$ cat src/rtl/fetch_unit.sv
// fetch_unit: single-outstanding instruction fetch FSM feeding the IF/ID pipeline register
module fetch_unit #(
  parameter int XLEN = 32,
  parameter logic [XLEN-1:0] RESET_PC = '0
) (
  input  logic            clk,
  input  logic            rst,
  input  logic            pc_write,
  input  logic            IF_ID_write,
  input  logic            IF_ID_flush,
  input  logic            branch_taken,
  input  logic [XLEN-1:0] branch_target,
  output logic            imem_req,
  output logic [XLEN-1:0] imem_addr,
  input  logic            imem_rvalid,
  input  logic [31:0]     imem_rdata,
  output logic [XLEN-1:0] IF_ID_pc,
  output logic [31:0]     IF_ID_inst,
  output logic            IF_ID_valid
);
  typedef enum logic [2:0] {IDLE, REQ, WAIT, HOLD, DRAIN} state_t;
  localparam logic [31:0] NOP = 32'h0000_0013;
  state_t state, state_n;
  logic [XLEN-1:0] pc, pc_n, ifpc_n;
  logic [31:0] buf_q, buf_n, inst_n, word;
  logic valid_n, stall, xfer, flush;
  always_comb begin
    stall = !pc_write || !IF_ID_write;
    flush = IF_ID_flush && IF_ID_write;
    xfer = !stall && (state == HOLD || (state == WAIT && imem_rvalid));
    word = state == HOLD ? buf_q : imem_rdata;
    buf_n = state == WAIT && imem_rvalid && stall ? imem_rdata : buf_q;
    inst_n = branch_taken || flush ? NOP : xfer ? word : IF_ID_inst;
    valid_n = branch_taken || flush ? 1'b0 : xfer ? 1'b1 : IF_ID_valid;
    ifpc_n = !branch_taken && !flush && xfer ? pc : IF_ID_pc;
    pc_n = branch_taken ? branch_target & ~XLEN'(3) : !flush && xfer ? pc + XLEN'(4) : pc;
    state_n = branch_taken ? (state == REQ || ((state == WAIT || state == DRAIN) && !imem_rvalid) ? DRAIN : REQ)
            : state == IDLE ? REQ
            : state == REQ ? WAIT
            : xfer ? REQ
            : state == WAIT && imem_rvalid ? HOLD
            : state == DRAIN && imem_rvalid ? REQ
            : state;
  end
  always_ff @(posedge clk) begin
    if (rst) begin
      state <= IDLE;
      pc <= RESET_PC;
      buf_q <= '0;
      IF_ID_pc <= '0;
      IF_ID_inst <= NOP;
      IF_ID_valid <= 1'b0;
    end else begin
      state <= state_n;
      pc <= pc_n;
      buf_q <= buf_n;
      IF_ID_pc <= ifpc_n;
      IF_ID_inst <= inst_n;
      IF_ID_valid <= valid_n;
    end
  end
  assign imem_req = state == REQ;
  assign imem_addr = pc;
endmodule

$ cat config.mk
export PLATFORM = sky130hd
export DESIGN_NAME = fetch_unit
export DESIGN_NICKNAME = d
export VERILOG_FILES = /design/src/rtl/fetch_unit.sv
export SDC_FILE = /design/constraint.sdc
export NUM_CORES = 1
export LEC_CHECK = 0
export BUFFER_PORTS_ARGS = -buffer_cell sky130_fd_sc_hd__buf_2
export CORE_UTILIZATION = 52
export CTS_CLUSTER_DIAMETER = 120
export CTS_CLUSTER_SIZE = 10
export DETAILED_ROUTE_END_ITERATION = 6
export PLACE_DENSITY = 0.82
export SLEW_MARGIN = 20
export SYNTH_ARGS = -nofsm -noshare
export SYNTH_HDL_FRONTEND = slang
export SYNTH_SLANG_ARGS = --single-unit
$ cat constraint.sdc
create_clock -name clk -period 2.25 [get_ports clk]
set_clock_uncertainty 0.05 [all_clocks]
set_input_delay 0.1125 -clock clk [delete_from_list [all_inputs] [get_ports clk]]
set_output_delay 0.1125 -clock clk [all_outputs]
set_load 0.005 [all_outputs]
# Yosys cells after proc, flatten, opt, wreduce, memory -nomap -nowiden
# Cells that the tools add are included.
# word_totals
reg_bits,132
inputBits,71
output_inout_bits,98
wordCells,47
# classes
n_addsub,1
eq_ne,4
mux,10
reduce_logical,25
# op_table
operator,count
$mux 32,3
$add 32x3->32 const B,1
$mux 3,7
$logic_and 1x1->1,9
$eq 3x2->1 const B,2
$logic_not 1->1,6
$reduce_bool 6->1,1
$logic_or 1x1->1,5
$reduce_or 2->1,2
$eq 3x1->1 const B,1
$eq 3x3->1 const B,1
$logic_not 3->1,1
$reduce_bool 2->1,1

# Longest topological paths before layout
# Gate-level depths: netlist (run 1).
# logic_depth
depth_word,8
depth_mapped,7

# Least setup slack after synthesis (run 1)
# No wires, ideal clock.
# synth_timing
path_type,flip-flop to flip-flop
from,register pc[10] (netlist: imem_addr[10])
to,register pc[21] (netlist: imem_addr[21])
setup_ns,0.091
t_arrival_ns,1.985
required_ns,2.109
path_slack_ns,0.124
path_stages_with_launch,7
synth_period_minus_slack_ns,2.126
path_cell_list,dfxtp_1 > buf_2 > nand4_2 > or4_4 > buf_6 > or4_1 > a311oi_1
# synth_via
elab_chain_len,3
# synth_lines
item,line_no,text
start: declaration,24,"logic [XLEN-1:0] pc, pc_n, ifpc_n;"
start signal: assignment,55,pc <= pc_n;
$add 32x3->32,36,pc_n = branch_taken ? branch_target & ~XLEN'(3) : !flush && xfer ? pc + XLEN'(4) : pc;
$mux 32 (2 in series),36,
# No other way between the ends. The select of a mux whose other input is x is not followed.
# A chain may end at the register's enable or synchronous reset.

# Worst setup path in the final report (run 1)
# layout_timing
from,register pc[13] (netlist: imem_addr[13])
to,register pc[21] (netlist: imem_addr[21])
# The elaborated chain is that of the path after synthesis.

==> results of run 1 <==
-- per-stage QoR --
step / std cells / instance area (µm²) / setup TNS [ns] / hold WS, ns / util (%)
6_report: 1065 / 7928 / 0 / 0.05861 / 75.77
5_1_grt: 1065 / 7928 / -0.02223 / 0.07983 / 75.77
4_1_cts: 1061 / 7904 / 0 / 0.009699 / 75.54
3_5_place_dp: 962 / 6670 / 0 / 0.3210 / 63.75
3_3_place_gp: 962 / 6670 / 0 / 0.3169 / 63.75
2_1_floorplan: 691 / 5678 / 0 / 0.1511 / -
-- path summary, 6_finish.rpt --
check	end	cells past startpoint	slack (ns)	startpoint
min	imem_addr[28]$_SDFFE_PP0P_	4	0.06	branch_target[28]
min reg2reg	buf_q[30]$_SDFFE_PP0P_	2	0.41	buf_q[30]$_SDFFE_PP0P_
max	imem_addr[21]$_SDFFE_PP0P_	4	0.05	imem_addr[13]$_SDFFE_PP0P_
max reg2reg	imem_addr[21]$_SDFFE_PP0P_	4	0.05	imem_addr[13]$_SDFFE_PP0P_
-- power by group --
group | internal [mW] | switching [mW] | total (mW)
Combinational | 0.269 | 0.276 | 0.546
Clock | 1.50 | 1.13 | 2.62
Sequential | 2.32 | 0.0646 | 2.38
-- repair_timing --
item	CTS	global route
hold endpoints to repair	95	0
hold buffers	67	0
resized for setup	0	1
buffers inserted	0	1
endpoints found under the setup margin	0	4
-- registers in the layout, summed over array words and instances, names as in the netlist --
name         flops
IF_ID_inst      32
buf_q           32
IF_ID_pc        30
imem_addr       30
state            3
IF_ID_valid      1
-- layer usage --
metal  routed length (µm)  part of all wire [%]  global-route usage, %  up-vias
met1                 7321                    40                  37.50     2871
met3                 1484                   8.0                  7.787       74
li1                     -                     -                      -     2916
met4                  788                   4.3                  17.66        2
met2                 8878                    48                  55.75      368
met5                   13                 0.070                      0        -
-- cell usage after synthesis, drive strengths merged, types with 2 or more instances --
cell type	instances	area share, %
a2111oi	2	0.31
a211o	6	0.93
a211oi	39	5.2
a21boi	2	0.26
a21oi	65	5.7
a311oi	15	2.3
and2	2	0.22
and3	3	0.33
and4	7	1.1
buf	8	0.95
clkbuf	50	3.3
dfxtp	128	45
inv	7	0.46
mux2i	33	5.8
nand2	142	9.4
nand3	15	1.3
nand4	11	1.3
nor2	64	4.2
nor2b	2	0.22
nor3	8	0.71
nor3b	2	0.35
nor4	9	1.1
o2111a	2	0.40
o211ai	3	0.40
o21ai	9	0.79
o31ai	10	1.3
or2	2	0.22
or3	6	0.66
or4	11	1.5
xnor2	4	0.62
xor2	2	0.31
-- worst reg2reg max path, cell delays in order, from the launching register on --
cell and delay (ns):
dfxtp_2 0.37, nand4_2 0.19, or4_4 0.65, or4_1 0.52, a311oi_1 0.31
-- final cells by class --
cell class | instances | area, µm²
Clock buffer | 17 | 414.1
Fill cell | 704 | 2535
Inverter | 7 | 26.28
Antenna cell | 2 | 5.005
Sequential cell | 128 | 2564
Clock inverter | 15 | 148.9
Tap cell | 136 | 170.2
Multi-Input combinational cell | 499 | 2865
Timing Repair Buffer | 261 | 1734
-- kinds of logic (layout without fill, tap and decap cells) --
logic type	count (synthesis)	after routing
adders and majority gates	1	1
buffers and inverters	65	300
AOI/OAI and AO/OA	163	163
other	1	6
DFF	128	128
and+or+nand+nor	290	291
xor gates and xnor gates	6	6
muxes	34	34
==> impl_metrics.env, run 1 <==
export IMPL_finalSetupViolations=0
export IMPL_vias=6231
export IMPL_critical_path_cell_chain="nand4_2 > or4_4 > or4_1 > a311oi_1"
export IMPL_hpwlAfterDp_um=10900
export IMPL_slew_headroom_pct=39.47
export IMPL_core_area_mm2=0.01046
export IMPL_ys_warn_count=0
export IMPL_powerDensity_mw_per_mm2=700.3
export IMPL_period_minus_slack_ns=2.202
export IMPL_cpLargestDelayFamily="simple AND/OR/NAND/NOR gates"
export IMPL_synth_compound_area_share_pct=19.19
export IMPL_critPathKind="reg2reg"
export IMPL_tightest_slew_ns=0.9080
export IMPL_die_w_um=106.4
export IMPL_clk_insertion_delay_late_ns=0.53
export IMPL_post_place_ws_ns=0.05536
export IMPL_track_usage_pct=32.64
export IMPL_synth_flop_cell="dfxtp_1"
export IMPL_layout_common_cells="buf_2 (162), nand2_1 (142), dfxtp_1 (127), dlygate4sd3_1 (67), a21oi_1 (65)"
export IMPL_path_clk_slew_ns=0.06
export IMPL_peakVddDrop_uv=701.2
export IMPL_design_power_total_mw=5.552
export IMPL_netlist_area_mm2=0.005667
export IMPL_layout_commonest_cell="buf_2"
export IMPL_synth_seq_cells=128
export IMPL_clockBufferDepth=2
export IMPL_synth_fa_ha_area_share_pct=0.2208
export IMPL_endpoint_kind="register"
export IMPL_synth_edf_count=0
export IMPL_cts_tree="done"
export IMPL_grt_overflow=0
export IMPL_yosysUniqueCellTypes=58
export IMPL_cts_made_buffers=17
export IMPL_syn_mean_instance_area_um2=8.236
export IMPL_synthMuxAreaShare_pct=6.028
export IMPL_cts_root_buf="clkbuf_8"
export IMPL_die_h_um=106.4
export IMPL_synth_simple_area_share_pct=23.63
export IMPL_crit_path_max_fanout=10
export IMPL_antenna_found_initial=4
export IMPL_firstDrtPassIters=6
export IMPL_start_util_pct=54.16
export IMPL_fp_dieArea_mm2=0.01132
export IMPL_grt_max_degree=87
export IMPL_rows=37
export IMPL_htreeDepth=4
export IMPL_grt_pass1_wl_um=28950
export IMPL_finalNetCount=986
export IMPL_slowest_delay_ns=0.65
export IMPL_clock_sinks=128
export IMPL_drt_wl_total_um=18490
export IMPL_seq_area_frac_synth_pct=45.22
export IMPL_gp_congestion=0.9049
export IMPL_grt_pass1_vias=5945
export IMPL_final_period_utilization_pct=97.86
export IMPL_worstPathRequired_ns=2.62
export IMPL_maxSlewViolCount=0
export IMPL_synth_top_family_by_area="simple AND/OR/NAND/NOR gates"
export IMPL_arrival_ns=2.57
export IMPL_io_pins=169
export IMPL_cellLeakagePower_nw=3.338
export IMPL_cpMaxStageDelayCell="or4_4"
export IMPL_synthXorXnorAreaFrac_pct=0.9274
export IMPL_area_delta_synth_final_pct=39.90
export IMPL_maxCapViolCount=0
export IMPL_outcome="finished, final reports clean"
export IMPL_layout_drive_gt1_share_pct=25.57
export IMPL_synthArstFlopShare_pct=0
export IMPL_post_route_drc_count=0
export IMPL_final_hold_viol_count=0
export IMPL_route_detailed_wl_per_inst_um=17.36
export IMPL_fmax_ghz=0.4542
export IMPL_min_path_type="in2reg"
export IMPL_setup_ws_ns=0.04811
export IMPL_io_buffers=162
export IMPL_antenna_left=0
export IMPL_startpoint_type="register"
export IMPL_path_buf_inv=0
export IMPL_via_per_inst=5.851
export IMPL_drt_iter0_drc=607
export IMPL_synth_cells=688
Power figures use the tool's default switching activity.
==> run 2: changes to the inputs <==
--- a/config.mk
+++ b/config.mk
@@ -6,6 +6,7 @@
 export NUM_CORES = 1
 export LEC_CHECK = 0
 export BUFFER_PORTS_ARGS = -buffer_cell sky130_fd_sc_hd__buf_2
+export CORE_MARGIN = 5
 export CORE_UTILIZATION = 52
 export CTS_CLUSTER_DIAMETER = 120
 export CTS_CLUSTER_SIZE = 10
==> impl_metrics.env, run 2 (synthesis results as in run 1) <==
export IMPL_die_w_um=114.4
export IMPL_peakVddDrop_uv=441.4
export IMPL_startpoint_type="register"
export IMPL_place_area_mm2=0.006640
export IMPL_track_usage_pct=26.65
export IMPL_clk_insertion_delay_late_ns=0.51
export IMPL_antenna_left=0
export IMPL_cellLeakagePower_nw=3.318
export IMPL_via_per_inst=5.768
export IMPL_core_area_mm2=0.01075
export IMPL_fill_cells=748
export IMPL_path_clk_slew_ns=0.06
export IMPL_drt_iter0_drc=477
export IMPL_htreeDepth=4
export IMPL_powerDensity_mw_per_mm2=696.1
export IMPL_reg2reg_to="imem_addr[19]$_SDFFE_PP0P_"
export IMPL_cts_setup_buffers=0
export IMPL_maxSlewViolCount=0
export IMPL_post_route_drc_count=0
export IMPL_io_pins=169
export IMPL_clockBufferDepth=2
export IMPL_layout_drive_gt1_share_pct=25.62
export IMPL_cts_root_buf="clkbuf_8"
export IMPL_period_minus_slack_ns=2.154
export IMPL_die_h_um=114.4
export IMPL_postLayoutCellArea_mm2=0.007899
export IMPL_cts_tree="done"
export IMPL_outcome="finished, final reports clean"
export IMPL_io_buffers=162
export IMPL_route_detailed_wl_per_inst_um=16.84
export IMPL_rows=38
export IMPL_arrival_ns=2.51
export IMPL_r2r_slack_ns=0.1
export IMPL_area_delta_synth_final_pct=39.39
export IMPL_min_path_type="in2reg"
export IMPL_tightest_slew_ns=0.9098
export IMPL_finalNetCount=980
export IMPL_finalSetupViolations=0
export IMPL_endpoint_kind="register"
export IMPL_grt_pass1_vias=5898
export IMPL_fp_dieArea_mm2=0.01309
export IMPL_grt_pass1_wl_um=28420
export IMPL_holdWs_ns=0.03834
export IMPL_grt_max_degree=87
export IMPL_clock_sinks=128
export IMPL_start_util_pct=52.74
export IMPL_hpwlAfterDp_um=11310
export IMPL_final_hold_viol_count=0
export IMPL_crit_path_max_fanout=10
export IMPL_whs_path_depth=4
export IMPL_largestRegisters="IF_ID_inst x32, buf_q x32"
export IMPL_slew_headroom_pct=39.34
export IMPL_reg2reg_depth=4
export IMPL_drt_wl_total_um=17870
export IMPL_antenna_found_initial=0
export IMPL_vias=6120
export IMPL_critPathKind="reg2reg"
export IMPL_worstPathRequired_ns=2.61
export IMPL_post_place_ws_ns=0.06950
export IMPL_setup_ws_ns=0.09567
export IMPL_hp_start="branch_target[28]"
export IMPL_worstReg2RegStart="imem_addr[14]$_SDFFE_PP0P_"
export IMPL_diodes=0
export IMPL_hold_path_end="imem_addr[28]$_SDFFE_PP0P_"
export IMPL_layout_common_cells="buf_2 (162), nand2_1 (142), dfxtp_1 (126), a21oi_1 (65), dlygate4sd3_1 (64)"
export IMPL_maxCapViolCount=0
export IMPL_firstDrtPassIters=5
export IMPL_layout_commonest_cell="buf_2"
export IMPL_cts_made_buffers=17
export IMPL_final_period_utilization_pct=95.75
export IMPL_grt_overflow=0
export IMPL_fmax_ghz=0.4642
export IMPL_gp_congestion=0.9201
[run 2: critical path: stages (launching register included)]
cell,delay (ns)
dfxtp_1,0.44
nand2_1,0.17
or4_4,0.59
or4_1,0.54
a311oi_1,0.27
[run 2: power by group]
part / switching, mW / total (mW) / internal [mW]
Combinational: 0.275 / 0.540 / 0.265
Clock: 1.08 / 2.58 / 1.50
Sequential: 0.0634 / 2.38 / 2.32
[run 2: layout make-up]
| cell class | count | area (µm²) | area share, % |
|---|---|---|---|
| repair buffers | 255 | 1689 | 21.38 |
| well taps | 140 | 175.2 | 2.218 |
| flip-flops and latches | 128 | 2565 | 32.47 |
| multi-input cells | 499 | 2880 | 36.46 |
| inverters | 7 | 26.28 | 0.3326 |
| clock buffers | 17 | 414.1 | 5.243 |
| clock inverters | 15 | 148.9 | 1.885 |
[run 2: worst max path at each step]
stage,from,endpoint,slack [ns],cells after the start
6_report,imem_addr[14]$_SDFFE_PP0P_,imem_addr[19]$_SDFFE_PP0P_,0.1,4
3_3_place_gp,imem_addr[13]$_SDFFE_PP0P_,imem_addr[23]$_SDFFE_PP0P_,0.14,4
3_5_place_dp,imem_addr[13]$_SDFFE_PP0P_,imem_addr[19]$_SDFFE_PP0P_,0.07,4
2_1_floorplan,imem_addr[10]$_SDFFE_PP0P_,imem_addr[21]$_SDFFE_PP0P_,0.12,6
5_1_grt,imem_addr[11]$_SDFFE_PP0P_,imem_addr[19]$_SDFFE_PP0P_,-0.005,4
4_1_cts,imem_addr[13]$_SDFFE_PP0P_,imem_addr[19]$_SDFFE_PP0P_,0.05,4
[run 2: through the flow]
stage | cells | setup TNS [ns] | utilization, % | power (mW)
floorplan | 691 | 0 | - | 2.657
global placement | 963 | 0 | 61.80 | 2.840
detailed placement | 963 | 0 | 61.80 | 2.857
CTS | 1059 | 0 | 73.00 | 5.509
global route | 1061 | -0.004535 | 73.51 | 5.692
finish | 1061 | 0 | 73.51 | 5.498
[run 2: repair_timing]
| item | in CTS | in global routing |
|---|---|---|
| endpoints found under the hold margin | 95 | 0 |
| hold buffers | 64 | 0 |
| resized for setup | 0 | 5 |
| endpoints found under the setup margin | 0 | 8 |
[run 2: layer usage]
metal  GRT usage [%]  up-vias  share of wire [%]
met4           11.16        0                2.8
met2           45.91      333                 49
met3           6.131       48                8.6
met1           31.81     2831                 39
li1                -     2908                  -
met5               0        -                  0
==> run 3: changes to the inputs <==
--- a/config.mk
+++ b/config.mk
@@ -12,6 +12,7 @@
 export CTS_CLUSTER_SIZE = 10
 export DETAILED_ROUTE_END_ITERATION = 6
 export PLACE_DENSITY = 0.82
+export REMOVE_ABC_BUFFERS = 1
 export SLEW_MARGIN = 20
 export SYNTH_ARGS = -nofsm -noshare
 export SYNTH_HDL_FRONTEND = slang
==> impl_metrics.env, run 3 (synthesis results as in run 1) <==
export IMPL_outcome="finished, final reports clean"
export IMPL_grt_max_degree=87
export IMPL_antenna_left=0
export IMPL_crit_path_max_fanout=6
export IMPL_drt_iter0_drc=441
export IMPL_period_minus_slack_ns=2.156
export IMPL_min_path_type="in2reg"
export IMPL_gp_congestion=0.8676
export IMPL_clockBufferDepth=2
export IMPL_worstPathRequired_ns=2.60
export IMPL_power_frac_seq_pct=42.8
export IMPL_core_area_mm2=0.01075
export IMPL_cts_made_buffers=17
export IMPL_drt_wl_total_um=17970
export IMPL_maxSlewViolCount=0
export IMPL_slowest_delay_ns=0.76
export IMPL_cts_setup_buffers=0
export IMPL_start_util_pct=52.74
export IMPL_critPathKind="reg2reg"
export IMPL_finalNetCount=985
export IMPL_hp_start="IF_ID_write"
export IMPL_intPower_mw=4.286
export IMPL_post_route_drc_count=0
export IMPL_antenna_found_initial=0
export IMPL_cpMaxStageDelayCell="or4_2"
export IMPL_hpwlAfterDp_um=11350
export IMPL_rsz0062_at_grt="no"
export IMPL_final_hold_viol_count=0
export IMPL_track_usage_pct=27.13
export IMPL_route_detailed_wl_per_inst_um=16.92
export IMPL_combPwrFrac_pct=10.0
export IMPL_place_area_mm2=0.006688
export IMPL_io_pins=169
export IMPL_grt_pass1_wl_um=28800
export IMPL_largestRegisters="IF_ID_inst x32, buf_q x32"
export IMPL_peakVddDrop_uv=424.8
export IMPL_layout_commonest_cell="buf_2"
export IMPL_diodes=0
export IMPL_die_h_um=114.4
export IMPL_cts_tree="done"
export IMPL_clock_sinks=128
export IMPL_tightest_slew_ns=0.9369
export IMPL_clkPwrFrac_pct=47.3
export IMPL_layout_common_cells="buf_2 (162), nand2_1 (141), dfxtp_1 (128), dlygate4sd3_1 (66), a21oi_1 (65)"
export IMPL_powerDensity_mw_per_mm2=699.9
export IMPL_placed_cells=966
export IMPL_final_cells=1062
export IMPL_area_delta_synth_final_pct=40.21
export IMPL_cts_root_buf="clkbuf_8"
export IMPL_r2r_slack_ns=0.09
export IMPL_path_buf_inv=0
export IMPL_utilization_pct=73.94
export IMPL_power_switching_mw=1.275
export IMPL_slew_headroom_pct=37.54
export IMPL_io_buffers=162
export IMPL_final_period_utilization_pct=95.82
export IMPL_postLayoutCellArea_mm2=0.007945
export IMPL_arrival_ns=2.51
export IMPL_finalSetupViolations=0
export IMPL_clk_insertion_delay_late_ns=0.51
export IMPL_critPathLaunch="imem_addr[15]$_SDFFE_PP0P_"
export IMPL_design_power_total_mw=5.561
export IMPL_via_per_inst=5.761
export IMPL_cellLeakagePower_nw=3.346
export IMPL_vias=6118
export IMPL_die_w_um=114.4
export IMPL_htreeDepth=4
export IMPL_firstDrtPassIters=5
export IMPL_switching_share_pct=22.92
export IMPL_cpLargestDelayFamily="simple AND/OR/NAND/NOR gates"
export IMPL_grt_pass1_vias=6002
export IMPL_endpoint_kind="register"
export IMPL_startpoint_type="register"
export IMPL_fill_cells=771
export IMPL_worstReg2RegStart="imem_addr[15]$_SDFFE_PP0P_"
export IMPL_layout_drive_gt1_share_pct=25.27
export IMPL_critical_path_cell_chain="nand2_2 > or4_2 > or4_1 > o2111a_1"
export IMPL_rows=38
export IMPL_path_clk_slew_ns=0.06
export IMPL_fmax_ghz=0.4639
export IMPL_grt_overflow=0
export IMPL_holdWs_ns=0.1600
export IMPL_fp_dieArea_mm2=0.01309
export IMPL_maxCapViolCount=0
## run 3: layout make-up
cell class	instances	area (µm²)	share of cell area, %
timing repair buffer	259	1729	21.76
clock inverter	6	82.58	1.039
tap	140	175.2	2.205
inverter	7	26.28	0.3307
multi-input combinational	500	2887	36.33
clock buffer	22	483.0	6.079
sequential	128	2562	32.25
## run 3: worst register-to-register path, stage by stage, from the launching register on
cell and delay [ns]:
dfxtp_1 0.43, nand2_2 0.14, or4_2 0.77, or4_1 0.55
o2111a_1 0.12
## run 3: worst paths after layout
kind | cells after the start | end
worst max-delay path | 4 | imem_addr[20]$_SDFFE_PP0P_
worst max register to register | 4 | imem_addr[20]$_SDFFE_PP0P_
worst min-delay path | 4 | IF_ID_inst[22]$_SDFFE_PP0P_
worst min register to register | 2 | IF_ID_pc[7]$_SDFFE_PP0P_
## run 3: routing by layer
metal  up-vias  share of wire [%]  track usage (%)
met5         -                  0                0
met4         0                2.4            9.897
met3        46                8.7            6.237
met2       316                 51            48.54
met1      2844                 38            31.46
li1       2912                  -                -
## run 3: repair_timing
action	in CTS	in global routing
endpoints found under the hold margin	95	0
endpoints found under the setup margin	0	4
resized for setup	0	3
hold buffers	66	0
## run 3: through the flow
stage,TNS [ns],setup WS (ns)
floorplan,-22.76,-0.7433
global placement,0,0.1947
detailed placement,0,0.1170
CTS,0,0.09682
global route,0,0.02984
finish,0,0.09413
## run 3: power by group through the flow
| stage | Clock [mW] | Combinational, mW | Sequential [mW] |
|---|---|---|---|
| floorplan | 0 | 0.187 | 2.43 |
| global placement | 0 | 0.432 | 2.42 |
| detailed placement | 0 | 0.446 | 2.42 |
| CTS | 2.65 | 0.538 | 2.37 |
| global route | 2.76 | 0.602 | 2.39 |
| finish | 2.63 | 0.554 | 2.38 |
